## config.mk

```make
export PLATFORM = sky130hd
export DESIGN_NAME = check_flags_unit
export DESIGN_NICKNAME = d
export VERILOG_FILES = /design/src/rtl/check_flags_unit.sv
export SDC_FILE = /design/constraint.sdc
export NUM_CORES = 1
export LEC_CHECK = 0
export CAP_MARGIN = 20
export CORE_MARGIN = 4
export CORE_UTILIZATION = 40
export DETAILED_ROUTE_END_ITERATION = 7
export GPL_TIMING_DRIVEN = 0
export HOLD_SLACK_MARGIN = 0.1
export PLACE_DENSITY = 0.76
export SYNTH_ARGS = -nofsm -noshare
export SYNTH_HDL_FRONTEND = slang
export SYNTH_SLANG_ARGS = --single-unit
```

## constraint.sdc

```tcl
create_clock -name clk -period 2.1 [get_ports clk]
set_input_delay 0.525 -clock clk [delete_from_list [all_inputs] [get_ports clk]]
set_output_delay 0.525 -clock clk [all_outputs]
set_load 0.01 [all_outputs]
```

## src/rtl/check_flags_unit.sv

```systemverilog
// Condition-flag register with force-enable, req/ack branch-condition check and a
// saturating taken-branch counter. Optional macro CHECK_BYPASS_EN forwards same-cycle flag updates.
module check_flags_unit #(
  parameter int                 WIDTH       = 2,
  parameter logic [WIDTH-1:0]   STICKY_MASK = WIDTH'(2'b01),
  parameter int                 CNT_W       = 8,
  parameter int                 SEL_W       = 1
) (
  input  logic             clk,
  input  logic             rst_n,
  input  logic [WIDTH-1:0] flag_in,
  input  logic             flag_we,
  input  logic             clr,
  input  logic             enabling,
  output logic [WIDTH-1:0] checked,
  input  logic             chk_req,
  input  logic [1:0]       chk_mode,
  input  logic [SEL_W-1:0] chk_sel,
  output logic             chk_ready,
  output logic             chk_valid,
  output logic             chk_taken,
  input  logic             chk_ack,
  output logic [CNT_W-1:0] taken_cnt
);

  localparam logic [0:0]       ST_IDLE = 1'b0;
  localparam logic [0:0]       ST_RESP = 1'b1;
  localparam logic [CNT_W-1:0] CNT_MAX = {CNT_W{1'b1}};

  logic [WIDTH-1:0] flag_q, flag_d;
  logic [0:0]       state_q, state_d;
  logic             ready_q, ready_d;
  logic             valid_q, valid_d;
  logic             taken_q, taken_d;
  logic [CNT_W-1:0] cnt_q, cnt_d;
  logic [WIDTH-1:0] eval_src;
  logic             accept;
  logic             result;

  // Mode 00/01 test one selected flag (out-of-range index reads as 0); 10 = any set, 11 = all clear.
  function automatic logic eval_cond(input logic [WIDTH-1:0] src,
                                     input logic [1:0]       mode,
                                     input logic [SEL_W-1:0] sel);
    logic sel_bit;
    if (int'(sel) < WIDTH) begin
      sel_bit = src[sel];
    end else begin
      sel_bit = 1'b0;
    end
    case (mode)
      2'b00:   eval_cond = (sel_bit == 1'b0);
      2'b01:   eval_cond = (sel_bit == 1'b1);
      2'b10:   eval_cond = |src;
      2'b11:   eval_cond = ~|src;
      default: eval_cond = 1'b0;
    endcase
  endfunction

  // Flag next-state: clear beats accumulate, clr together with a write loads flag_in as-is.
  always_comb begin
    flag_d = flag_q;
    for (int i = 0; i < WIDTH; i++) begin
      if (clr) begin
        flag_d[i] = flag_we ? flag_in[i] : 1'b0;
      end else if (flag_we) begin
        flag_d[i] = STICKY_MASK[i] ? (flag_q[i] | flag_in[i]) : flag_in[i];
      end else begin
        flag_d[i] = flag_q[i];
      end
    end
  end

  assign checked = flag_q | {WIDTH{enabling}};

  // Evaluation source: forwarded next-state when bypass is built in, registered flags otherwise.
  always_comb begin
`ifdef CHECK_BYPASS_EN
    eval_src = flag_d | {WIDTH{enabling}};
`else
    eval_src = checked;
`endif
  end

  assign accept = chk_req & (state_q == ST_IDLE);
  assign result = eval_cond(eval_src, chk_mode, chk_sel);

  // Handshake FSM: requests in RESP are dropped, ack in IDLE is ignored.
  always_comb begin
    state_d = state_q;
    valid_d = valid_q;
    taken_d = taken_q;
    case (state_q)
      ST_IDLE: begin
        if (chk_req) begin
          state_d = ST_RESP;
          valid_d = 1'b1;
          taken_d = result;
        end else begin
          state_d = ST_IDLE;
          valid_d = 1'b0;
          taken_d = 1'b0;
        end
      end
      ST_RESP: begin
        if (chk_ack) begin
          state_d = ST_IDLE;
          valid_d = 1'b0;
          taken_d = 1'b0;
        end else begin
          state_d = ST_RESP;
          valid_d = valid_q;
          taken_d = taken_q;
        end
      end
      default: begin
        state_d = ST_IDLE;
        valid_d = 1'b0;
        taken_d = 1'b0;
      end
    endcase
    ready_d = (state_d == ST_IDLE);
  end

  // Taken counter saturates rather than wrapping; clr wins over a same-cycle increment.
  always_comb begin
    if (clr) begin
      cnt_d = {CNT_W{1'b0}};
    end else if (accept && result && (cnt_q != CNT_MAX)) begin
      cnt_d = cnt_q + CNT_W'(1'b1);
    end else begin
      cnt_d = cnt_q;
    end
  end

  always_ff @(posedge clk or negedge rst_n) begin
    if (!rst_n) begin
      flag_q  <= {WIDTH{1'b0}};
      state_q <= ST_IDLE;
      ready_q <= 1'b1;
      valid_q <= 1'b0;
      taken_q <= 1'b0;
      cnt_q   <= {CNT_W{1'b0}};
    end else begin
      flag_q  <= flag_d;
      state_q <= state_d;
      ready_q <= ready_d;
      valid_q <= valid_d;
      taken_q <= taken_d;
      cnt_q   <= cnt_d;
    end
  end

  assign chk_ready = ready_q;
  assign chk_valid = valid_q;
  assign chk_taken = taken_q;
  assign taken_cnt = cnt_q;

endmodule

```

==> metrics.md <==
| Metric | Value |
|---|---|
| Status | complete, no violations |
| Chip Width | 52.6 µm |
| DPL Wire Length | 1450 µm |
| Relative slew slack | 0.586 |
| CTS Hold Bufs | 0 |
| Post-synth top area cell | dfrtp_1 |
| Clk root buf | clkbuf_4 |
| Top FF cell, synth | dfrtp_1 |
| Worst VDD drop | 0.000429 V |
| Layout area overhead | 46.4% |
| Syn_nets | 94 |
| Syn Area/Cell | 9.82 µm² |
| Final TNS setup | 0 ps |
| Via count | 760 |
| Grt ovf | 0 |
| Latest clock arrival within the worst-skew pair | 280 ps |
| Die Ht | 52.6 µm |
| Final setup fails | 0 |
| All-Layer GR Usage | 0.164 |
| # diodes | 0 |
| Max Root-Sink Buffers | 2 |
| Clock Sinks | 14 |
| Max-capacitance violation count | 0 |
| Final nets | 126 |
| Final hold violation count | 0 |
| Final instance area | 1160 µm² |
| Synth Warn # | 0 |
| Critical path class | reg2reg |
| RSZ-0062 raised after global routing | false |
| CTS tree | done |
| Critical Path RT | 2270 ps |
| Worst slew pin tran | 619 ps |
| CP startpoint kind | flip-flop |
| Total CTS buffers | 3 |
| Post-synth EDFFs | 0 |
| Sequential element share of the synthesized area | 0.442 |
| Ports | 25 |
| First-pass GRT wire length | 3370 µm |
| Ranking of synthesized cells by area | dfrtp_1, a21oi_1, nand2_1, o31ai_1, or4_1 |
| Die area | 2770 µm² |
| Router iterations before antenna repair | 4 |
| Pwr dens | 554 nW/µm² |
| Iter 0 DRT Violations | 23 |
| Vias/cell | 5.55 |
| Placed inst area | 1070 µm² |
| Initial antenna violation count | 0 |
| Floorplan row count | 15 |
| Placer Congestion | 0.815 |
| Initial Util | 0.442 |
| Fill count | 158 |
| Setup WS pre-CTS | -568 ps |
| Hold_ws | 500 ps |
| Total wire length | 2160 µm |
| Nature of the critical path endpoint | flip-flop |
| Core area | 1800 µm² |
| CP max FO | 4 |
| # DRC | 0 |
| Share of post-route cells with drive strength above 1 | 0.223 |
| Post-synth top area share | 0.409 |
| CP arrival | 2170 ps |
| Synth unique cells | 31 |
| H-tree levels | 1 |
| Number of global-route vias before repair | 745 |
| Fmax | 501 MHz |
| Antenna-violating nets left | 0 |
| Async set-reset flop share out of synthesis | 1.00 |
| Routed length per placed instance | 15.8 µm |
| Overall power | 0.000646 W |
| Slew Viols, Final | 0 |
| Largest net degree at the start of global routing | 15 |
| Port Buf Inserts | 24 |
| Worst hold path type | reg2reg |
| Cell count after synthesis | 81 |
| LEAKAGE | 0.473 nW |
| Tmin final | 2000 ps |
| Tcrit/Tclk final | 0.951 |
| Skew final | 5.91 ps |
| Synth Register Bits | 14 |
| Most common cell after layout, fill and taps aside | clkdlybuf4s50_1 |
| Mapped cell area | 796 µm² |
| Worst-path clk slew | 80 ps |
| Fin worst setup slack | 102 ps |
| Most frequent cells in the layout | clkdlybuf4s50_1, dfrtp_1, nand2_1 |
[layer usage]
metal	vias up	part of all wire	global-route usage
met4	0	0.011	0.0511
li1	362	-	-
met5	-	0	0
met2	28	0.54	0.295
met3	4	0.044	0.0342
met1	366	0.41	0.191
[stage by stage]
step                 util  cells
floorplan               -     81
global placement    0.592    130
detailed placement  0.592    130
CTS                 0.639    136
global route        0.647    137
finish              0.647    137
[repair_timing]
| action | in CTS | in global routing |
|---|---|---|
| pin swaps | 6 | 5 |
| gates cloned | 0 | 0 |
| resized for setup | 11 | 8 |
| setup endpoints to repair | 10 | 4 |
| setup buffers | 2 | 2 |
[report_power, final]
group	total (W)	switching [W]	internal, W
Sequential	0.000300	0.0000121	0.000288
Combinational	0.000148	0.0000741	0.0000741
Clock	0.000198	0.0000924	0.000106
Total	0.000646	0.000179	0.000467
[flip-flops by register name, indices dropped and copies added, names as in the netlist]
| name | cells |
|---|---|
| chk_valid | 1 |
| flag_q | 2 |
| taken_cnt | 8 |
| state_q | 1 |
| chk_ready | 1 |
| chk_taken | 1 |
[cells in the mapped netlist, types with 3 or more instances]
library cell	n
o31ai_1	4
or4_1	4
nand2b_1	4
dfrtp_1	13
nand2_1	8
inv_1	3
a21oi_1	7
nand3_1	4
o21ai_0	5
nor2b_1	4
[cell families (layout without fill, tap and decap cells)]
| logic type | count (synthesis) | after routing | share of synthesized area |
|---|---|---|---|
| AO/OA/AOI/OAI | 19 | 19 | 0.149 |
| buffers and inverters | 6 | 37 | 0.0377 |
| adder cells (fa/ha/maj) | 1 | 1 | 0.0157 |
| XOR/XNOR | 1 | 1 | 0.0204 |
| flip-flops | 14 | 14 | 0.442 |
| multiplexers | 2 | 2 | 0.0283 |
| AND/OR/NAND/NOR | 38 | 38 | 0.307 |
[final timing paths]
kind	start	cells past startpoint	to	slack, ps
worst max-delay path	flag_q[0]	6	taken_cnt[3]	100
max in group asynchronous	rst_n	1	chk_taken	1080
worst min register to register	chk_taken	2	chk_taken	500
min in group asynchronous	rst_n	1	taken_cnt[7]	620
worst min-delay path	chk_taken	2	chk_taken	500
worst max register to register	flag_q[0]	6	taken_cnt[3]	100
[worst max-delay path, stage by stage, from the launching register on]
cell and delay (ps):
dfrtp_1 400, or4b_4 540, o211ai_4 110, buf_4 160, nor4b_4 200, o21a_1 150, mux2_2 330
[area by class of cell]
class,count,area (µm²),area share
Clock buffer,4,36.3,0.0311
Inverter,3,11.3,0.00967
Sequential cell,14,352,0.302
Buffer,3,18.8,0.0161
Multi-Input combinational cell,61,463,0.397
Timing Repair Buffer,27,253,0.217
Tap cell,25,31.3,0.0269
Note: power is estimated with default switching activity, not from simulation.
